[src/rtl/mux2x1_rr_arbiter_if.sv]
// Handshake bundle for the two-source round-robin arbiter: two valid/ready
// inputs, one registered valid/ready output, plus select and busy status.
interface mux2x1_rr_arbiter_if #(
  parameter int unsigned WIDTH = 8
);
  logic [WIDTH-1:0] a0;
  logic             v0;
  logic             rdy0;
  logic [WIDTH-1:0] a1;
  logic             v1;
  logic             rdy1;
  logic [WIDTH-1:0] y;
  logic             yv;
  logic             yrdy;
  logic             s;
  logic             busy;

  modport master (
    output a0, v0, a1, v1, yrdy,
    input  rdy0, rdy1, y, yv, s, busy
  );

  modport slave (
    input  a0, v0, a1, v1, yrdy,
    output rdy0, rdy1, y, yv, s, busy
  );
endinterface

[src/rtl/mux2x1_rr_arbiter.sv]
// Two-source round-robin arbiter with per-owner burst limit feeding one
// registered output stage; holds under downstream backpressure.
module mux2x1_rr_arbiter #(
  parameter int unsigned WIDTH = 8,
  parameter int unsigned BURST = 4
) (
  input logic                 clk,
  input logic                 rst,
  mux2x1_rr_arbiter_if.slave  bus
);
  localparam int unsigned CW = $clog2(BURST + 1);

  typedef enum logic [1:0] {IDLE, OWN0, OWN1} state_t;

  state_t           state;
  logic             last;
  logic [CW-1:0]    cnt;
  logic [CW-1:0]    cnt_nxt;
  logic             load;
  logic             pick_vld;
  logic             pick;
  logic [WIDTH-1:0] y_q;
  logic             yv_q;
  logic             s_q;
  logic             busy_q;

  // Output register is free when empty or being drained this cycle.
  assign load = ~yv_q | bus.yrdy;

  always_comb begin
    pick_vld = 1'b0;
    pick     = 1'b0;
    cnt_nxt  = '0;
    if (load) begin
      case (state)
        OWN0: begin
          if (bus.v0 && (cnt < CW'(BURST))) begin
            pick_vld = 1'b1;
            pick     = 1'b0;
            cnt_nxt  = cnt + CW'(1);
          end else if (bus.v1) begin
            pick_vld = 1'b1;
            pick     = 1'b1;
            cnt_nxt  = CW'(1);
          end else if (bus.v0) begin
            pick_vld = 1'b1;
            pick     = 1'b0;
            cnt_nxt  = CW'(1);
          end
        end
        OWN1: begin
          if (bus.v1 && (cnt < CW'(BURST))) begin
            pick_vld = 1'b1;
            pick     = 1'b1;
            cnt_nxt  = cnt + CW'(1);
          end else if (bus.v0) begin
            pick_vld = 1'b1;
            pick     = 1'b0;
            cnt_nxt  = CW'(1);
          end else if (bus.v1) begin
            pick_vld = 1'b1;
            pick     = 1'b1;
            cnt_nxt  = CW'(1);
          end
        end
        default: begin
          if (bus.v0 && bus.v1) begin
            pick_vld = 1'b1;
            pick     = ~last;
            cnt_nxt  = CW'(1);
          end else if (bus.v0 || bus.v1) begin
            pick_vld = 1'b1;
            pick     = bus.v1;
            cnt_nxt  = CW'(1);
          end
        end
      endcase
    end
  end

  // Readies are suppressed during reset so nothing is consumed then.
  assign bus.rdy0 = pick_vld & ~pick & ~rst;
  assign bus.rdy1 = pick_vld &  pick & ~rst;

  always_ff @(posedge clk) begin
    if (rst) begin
      state  <= IDLE;
      last   <= 1'b1;
      cnt    <= '0;
      y_q    <= '0;
      yv_q   <= 1'b0;
      s_q    <= 1'b0;
      busy_q <= 1'b0;
    end else if (load) begin
      if (pick_vld) begin
        y_q    <= pick ? bus.a1 : bus.a0;
        yv_q   <= 1'b1;
        s_q    <= pick;
        last   <= pick;
        state  <= pick ? OWN1 : OWN0;
        cnt    <= cnt_nxt;
        busy_q <= 1'b1;
      end else begin
        yv_q   <= 1'b0;
        state  <= IDLE;
        cnt    <= '0;
        busy_q <= 1'b0;
      end
    end
  end

  assign bus.y    = y_q;
  assign bus.yv   = yv_q;
  assign bus.s    = s_q;
  assign bus.busy = busy_q;
endmodule

[src/flat_wrapper.sv]
// flat-port wrapper written by rule: the top's interface ports become plain ports
module mux2x1_rr_arbiter_flat 
#(
  parameter int unsigned WIDTH = 8,
  parameter int unsigned BURST = 4
)
  (clk, rst, bus_a0, bus_v0, bus_a1, bus_v1, bus_yrdy, bus_rdy0, bus_rdy1, bus_y, bus_yv, bus_s, bus_busy);
  mux2x1_rr_arbiter_if #(.WIDTH(WIDTH)) bus_i ();
  input logic clk;
  input logic rst;
  input wire logic [$bits(bus_i.a0)-1:0] bus_a0;
  input wire logic [$bits(bus_i.v0)-1:0] bus_v0;
  input wire logic [$bits(bus_i.a1)-1:0] bus_a1;
  input wire logic [$bits(bus_i.v1)-1:0] bus_v1;
  input wire logic [$bits(bus_i.yrdy)-1:0] bus_yrdy;
  output wire logic [$bits(bus_i.rdy0)-1:0] bus_rdy0;
  output wire logic [$bits(bus_i.rdy1)-1:0] bus_rdy1;
  output wire logic [$bits(bus_i.y)-1:0] bus_y;
  output wire logic [$bits(bus_i.yv)-1:0] bus_yv;
  output wire logic [$bits(bus_i.s)-1:0] bus_s;
  output wire logic [$bits(bus_i.busy)-1:0] bus_busy;
  assign bus_i.a0 = bus_a0;
  assign bus_i.v0 = bus_v0;
  assign bus_i.a1 = bus_a1;
  assign bus_i.v1 = bus_v1;
  assign bus_i.yrdy = bus_yrdy;
  assign bus_rdy0 = bus_i.rdy0;
  assign bus_rdy1 = bus_i.rdy1;
  assign bus_y = bus_i.y;
  assign bus_yv = bus_i.yv;
  assign bus_s = bus_i.s;
  assign bus_busy = bus_i.busy;
  mux2x1_rr_arbiter #(.WIDTH(WIDTH), .BURST(BURST)) u_core (.clk(clk), .rst(rst), .bus(bus_i));
endmodule
[config.mk]
export PLATFORM = sky130hd
export DESIGN_NAME = mux2x1_rr_arbiter_flat
export DESIGN_NICKNAME = d
export VERILOG_FILES = /design/src/rtl/mux2x1_rr_arbiter_if.sv /design/src/rtl/mux2x1_rr_arbiter.sv /design/src/flat_wrapper.sv
export SDC_FILE = /design/constraint.sdc
export NUM_CORES = 1
export LEC_CHECK = 0
export ABC_AREA = 1
export CORE_MARGIN = 3
export CORE_UTILIZATION = 30
export DETAILED_ROUTE_END_ITERATION = 8
export GPL_TIMING_DRIVEN = 0
export PLACE_DENSITY = 0.69
export SYNTH_ARGS = -nofsm -noshare
export SYNTH_HDL_FRONTEND = slang
export SYNTH_SLANG_ARGS = --single-unit
[constraint.sdc]
create_clock -name clk -period 1.8 [get_ports clk]
set_clock_uncertainty 0.15 [all_clocks]
set_input_delay 0.18 -clock clk [delete_from_list [all_inputs] [get_ports clk]]
set_output_delay 0.18 -clock clk [all_outputs]
set_load 0.01 [all_outputs]
==> flow_summary.yaml <==
outcome:
  outcome: "finished, violations left"
  violations: "negative setup slack"
grt:
  antenna_found_initial: 0
  grt_max_degree: 11
  grtUsageTotal_pct: 13.1
  grt_pass1_vias: 1029
  grt_pass1_wl_um: 4180
  overflow: 0
detailed_routing:
  dr_total_vias: 951
  antenna_left: 0
  wirelength_um: 2400
  post_drt_wl_per_cell_um: 10.7
  drc: 0
  drt_iter0_markers: 20
  dr.pass1.iters: 4
  via_per_inst: 4.23
cells_and_area:
  fin_cells: 225
  fillers: 309
  drive_gt1_share_pct: 33.9
  syn_to_final_growth_pct: 60.9
  layout.area.seq_um2: 323
  fin_nets: 208
  multiInputGateArea_um2: 539
  antenna_cells: 0
  final_util_pct: 53.3
placed_design:
  portBuffers: 32
  dp_hpwl_um: 1700
  dp.cells: 205
  gp_routability_congestion: 0.873
timing:
  final.period_utilization_pct: 107
  finalHoldViolations: 0
  setup_violations: 3
  slew_violations: 0
  rsz0062_at_grt: "yes"
  worst_pin_slew_ns: 0.243
  fin_ws_ns: -0.128
  relSlewSlack_pct: 83.8
  period_needed_ns: 1.93
  clock.fmax_ghz: 0.519
clock_network:
  cts-root-buf: "clkbuf_4"
  cts_sinks: 16
  cts_buffer_depth: 2
  tritoncts: "done"
  cts.clk_slew.worst_paths_ns: 0.10
  cts_buffers: 3
  clock_latency_ns: 0.28
  htreeDepth: 1
setup_path:
  critPathArrivalTime_ns: 1.60
  critical_path_class: "register to output port"
  worstSetupStartpointType: "register"
  critical_path_peak_fanout: 3
  worst_setup_path_end_kind: "output port"
  crit_family: "buffers and inverters"
  worstRegToRegCells: 14
  critPathRequiredTime_ns: 1.47
  crit_path_max_incr_delay_ns: 0.35
  cp-startpoint: "u_core.state[0]$_SDFFE_PP0P_"
  critPathBufInv: 6
  r2r_slack_ns: -0.11
  crit_chain: "inv_2 -> ha_4 -> inv_4 -> nor2_4 -> nor2_4 -> nand2_4 -> buf_12 -> inv_2 -> nand2_2 -> inv_1 -> buf_2"
  r2r-end: "u_core.state[1]$_SDFFE_PP0P_"
  worstReg2RegStart: "u_core.state[0]$_SDFFE_PP0P_"
  crit_slowest_cell: "dfxtp_2"
synthesis:
  ys_warn_count: 0
  synth_cells: 131
  synth_seq_area_share_pct: 33.3
  postSynthAreaPerCell_um2: 7.34
  yosysUniqueCellTypes: 27
  syn_area_um2: 961
  synth_seq_cells: 16
  syn_nets: 155
power:
  ir_drop_mv: 0.374
  p_leak_nw: 0.730
  p_per_area_mw_per_mm2: 702
die:
  core_mm2: 0.00290
  rows: 19
  start_util_pct: 33.1
  io_pins: 34
  die_x_um: 62.6
  dieArea_mm2: 0.00392
  die_h_um: 62.6
hold_path:
  hp-class: "input port to register"
  hold_depth: 2
  holdPathEnd: "u_core.bus.s$_SDFFE_PP0P_"
  hold_start: "rst"
flow_run:
  cap_violations: 0
power breakdown:
group	internal [W]	switching, W
registers	0.000393	0.0000237
logic	0.000233	0.000198
clock network	0.000123	0.000116
cells by family (layout without fill, tap and decap cells):
group | count (synthesis) | after routing | share of synthesized area (%)
AOI/OAI and AO/OA | 14 | 14 | 10.5
xor gates and xnor gates | 1 | 1 | 0.912
adders and majority gates | 3 | 3 | 3.91
buffers and inverters | 31 | 83 | 16.0
DFF | 16 | 16 | 33.3
and+or+nand+nor | 66 | 66 | 35.3
metal layers:
| layer | wire length [µm] | vias up | share of wire, % | GRT usage (%) |
|---|---|---|---|---|
| met5 | 0 | - | 0 | 0 |
| met4 | 12 | 0 | 0.50 | 5.23 |
| met3 | 175 | 2 | 7.3 | 3.60 |
| met2 | 1190 | 32 | 50 | 24.5 |
| met1 | 1020 | 415 | 42 | 13.6 |
| li1 | - | 502 | - | - |
sequential cells by signal (all words and copies together), names as in the netlist:
register       flops
u_core.bus.y       8
u_core.state       2
u_core.bus.yv      1
u_core.last        1
u_core.cnt         3
u_core.bus.s       1
cells in the mapped netlist:
| library cell | instances | area (µm²) |
|---|---|---|
| o2111ai_1 | 1 | 8.76 |
| buf_2 | 1 | 5.00 |
| o21ai_0 | 1 | 5.00 |
| nor3_4 | 1 | 16.3 |
| nor2_1 | 12 | 45.0 |
| inv_6 | 1 | 8.76 |
| xor2_1 | 1 | 8.76 |
| a21oi_2 | 1 | 8.76 |
| a21oi_1 | 2 | 10.0 |
| dfxtp_1 | 16 | 320 |
| nor2_4 | 1 | 11.3 |
| nand2_2 | 3 | 18.8 |
| nor2_2 | 7 | 43.8 |
| buf_12 | 1 | 20.0 |
| o21ai_2 | 6 | 52.6 |
| nand2_4 | 1 | 11.3 |
| inv_1 | 22 | 82.6 |
| buf_4 | 2 | 15.0 |
| nor2_8 | 1 | 20.0 |
| nand3_2 | 2 | 20.0 |
| o22ai_1 | 1 | 6.26 |
| ha_1 | 3 | 37.5 |
| nand3_1 | 8 | 40.0 |
| buf_6 | 1 | 11.3 |
| inv_2 | 3 | 11.3 |
| nand2_1 | 30 | 113 |
| o21ai_1 | 2 | 10.0 |
through the flow:
stage / hold slack (ns) / power [W] / cell area [µm²] / setup WS, ns / setup TNS (ns)
5_1_grt: 0.0200 / 0.00116 / 1550 / -0.222 / -0.581
3_3_place_gp: 0.308 / 0.000756 / 1330 / -0.529 / -0.959
4_1_cts: 0.00484 / 0.00109 / 1540 / -0.100 / -0.213
2_1_floorplan: 0.140 / 0.000620 / 961 / 0.0724 / 0
3_5_place_dp: 0.314 / 0.000764 / 1330 / -0.560 / -1.02
6_report: 0.0159 / 0.00109 / 1550 / -0.128 / -0.312
worst max path at each step:
| stage | slack (ns) | endpoint | cells after the start |
|---|---|---|---|
| after global routing | -0.22 | bus_rdy1 | 11 |
| after detailed placement | -0.56 | bus_rdy1 | 11 |
| final | -0.13 | bus_rdy1 | 11 |
| after global placement | -0.53 | bus_rdy1 | 11 |
| after CTS | -0.10 | bus_rdy1 | 11 |
| after floorplan | 0.07 | bus_rdy1 | 10 |
worst register-to-register path, cell delays in order (launching register included):
cell and delay, ns:
dfxtp_2 0.35, inv_2 0.05, ha_4 0.22, inv_4 0.07, nor2_4 0.04, nor2_4 0.12, nand2_4 0.10, buf_12 0.13
inv_2 0.04, nand2_2 0.04, buf_4 0.12, buf_4 0.12, buf_4 0.12, buf_4 0.12, o21ai_1 0.06
timing repair:
| action | in CTS | in global routing |
|---|---|---|
| buffers inserted | 15 | 2 |
| gates resized for setup | 22 | 1 |
| hold endpoints to repair | 1 | 0 |
| pin swaps | 6 | 1 |
| hold buffers | 1 | 0 |
| endpoints found under the setup margin | 2 | 9 |
area by class of cell:
| type | count | area share (%) |
|---|---|---|
| multi-input cells | 84 | 34.9 |
| well taps | 42 | 3.40 |
| clock buffers | 4 | 2.35 |
| plain buffers | 5 | 3.32 |
| repair buffers | 48 | 28.4 |
| inverters | 26 | 6.80 |
| flip-flops and latches | 16 | 20.9 |
placed cells by master (no fill, tap or decap), types with 3 or more instances in the layout:
master            n
dfxtp_1          14
nand2_1          29
nor2_4            3
clkdlybuf4s50_1  30
inv_1            21
nand3_1           7
inv_2             3
nor2_1           10
clkbuf_4          3
nor2_2            7
o21ai_2           6
nand3_2           3
nand2_2           3
buf_4            17
Note: power is estimated with default switching activity, not from simulation.
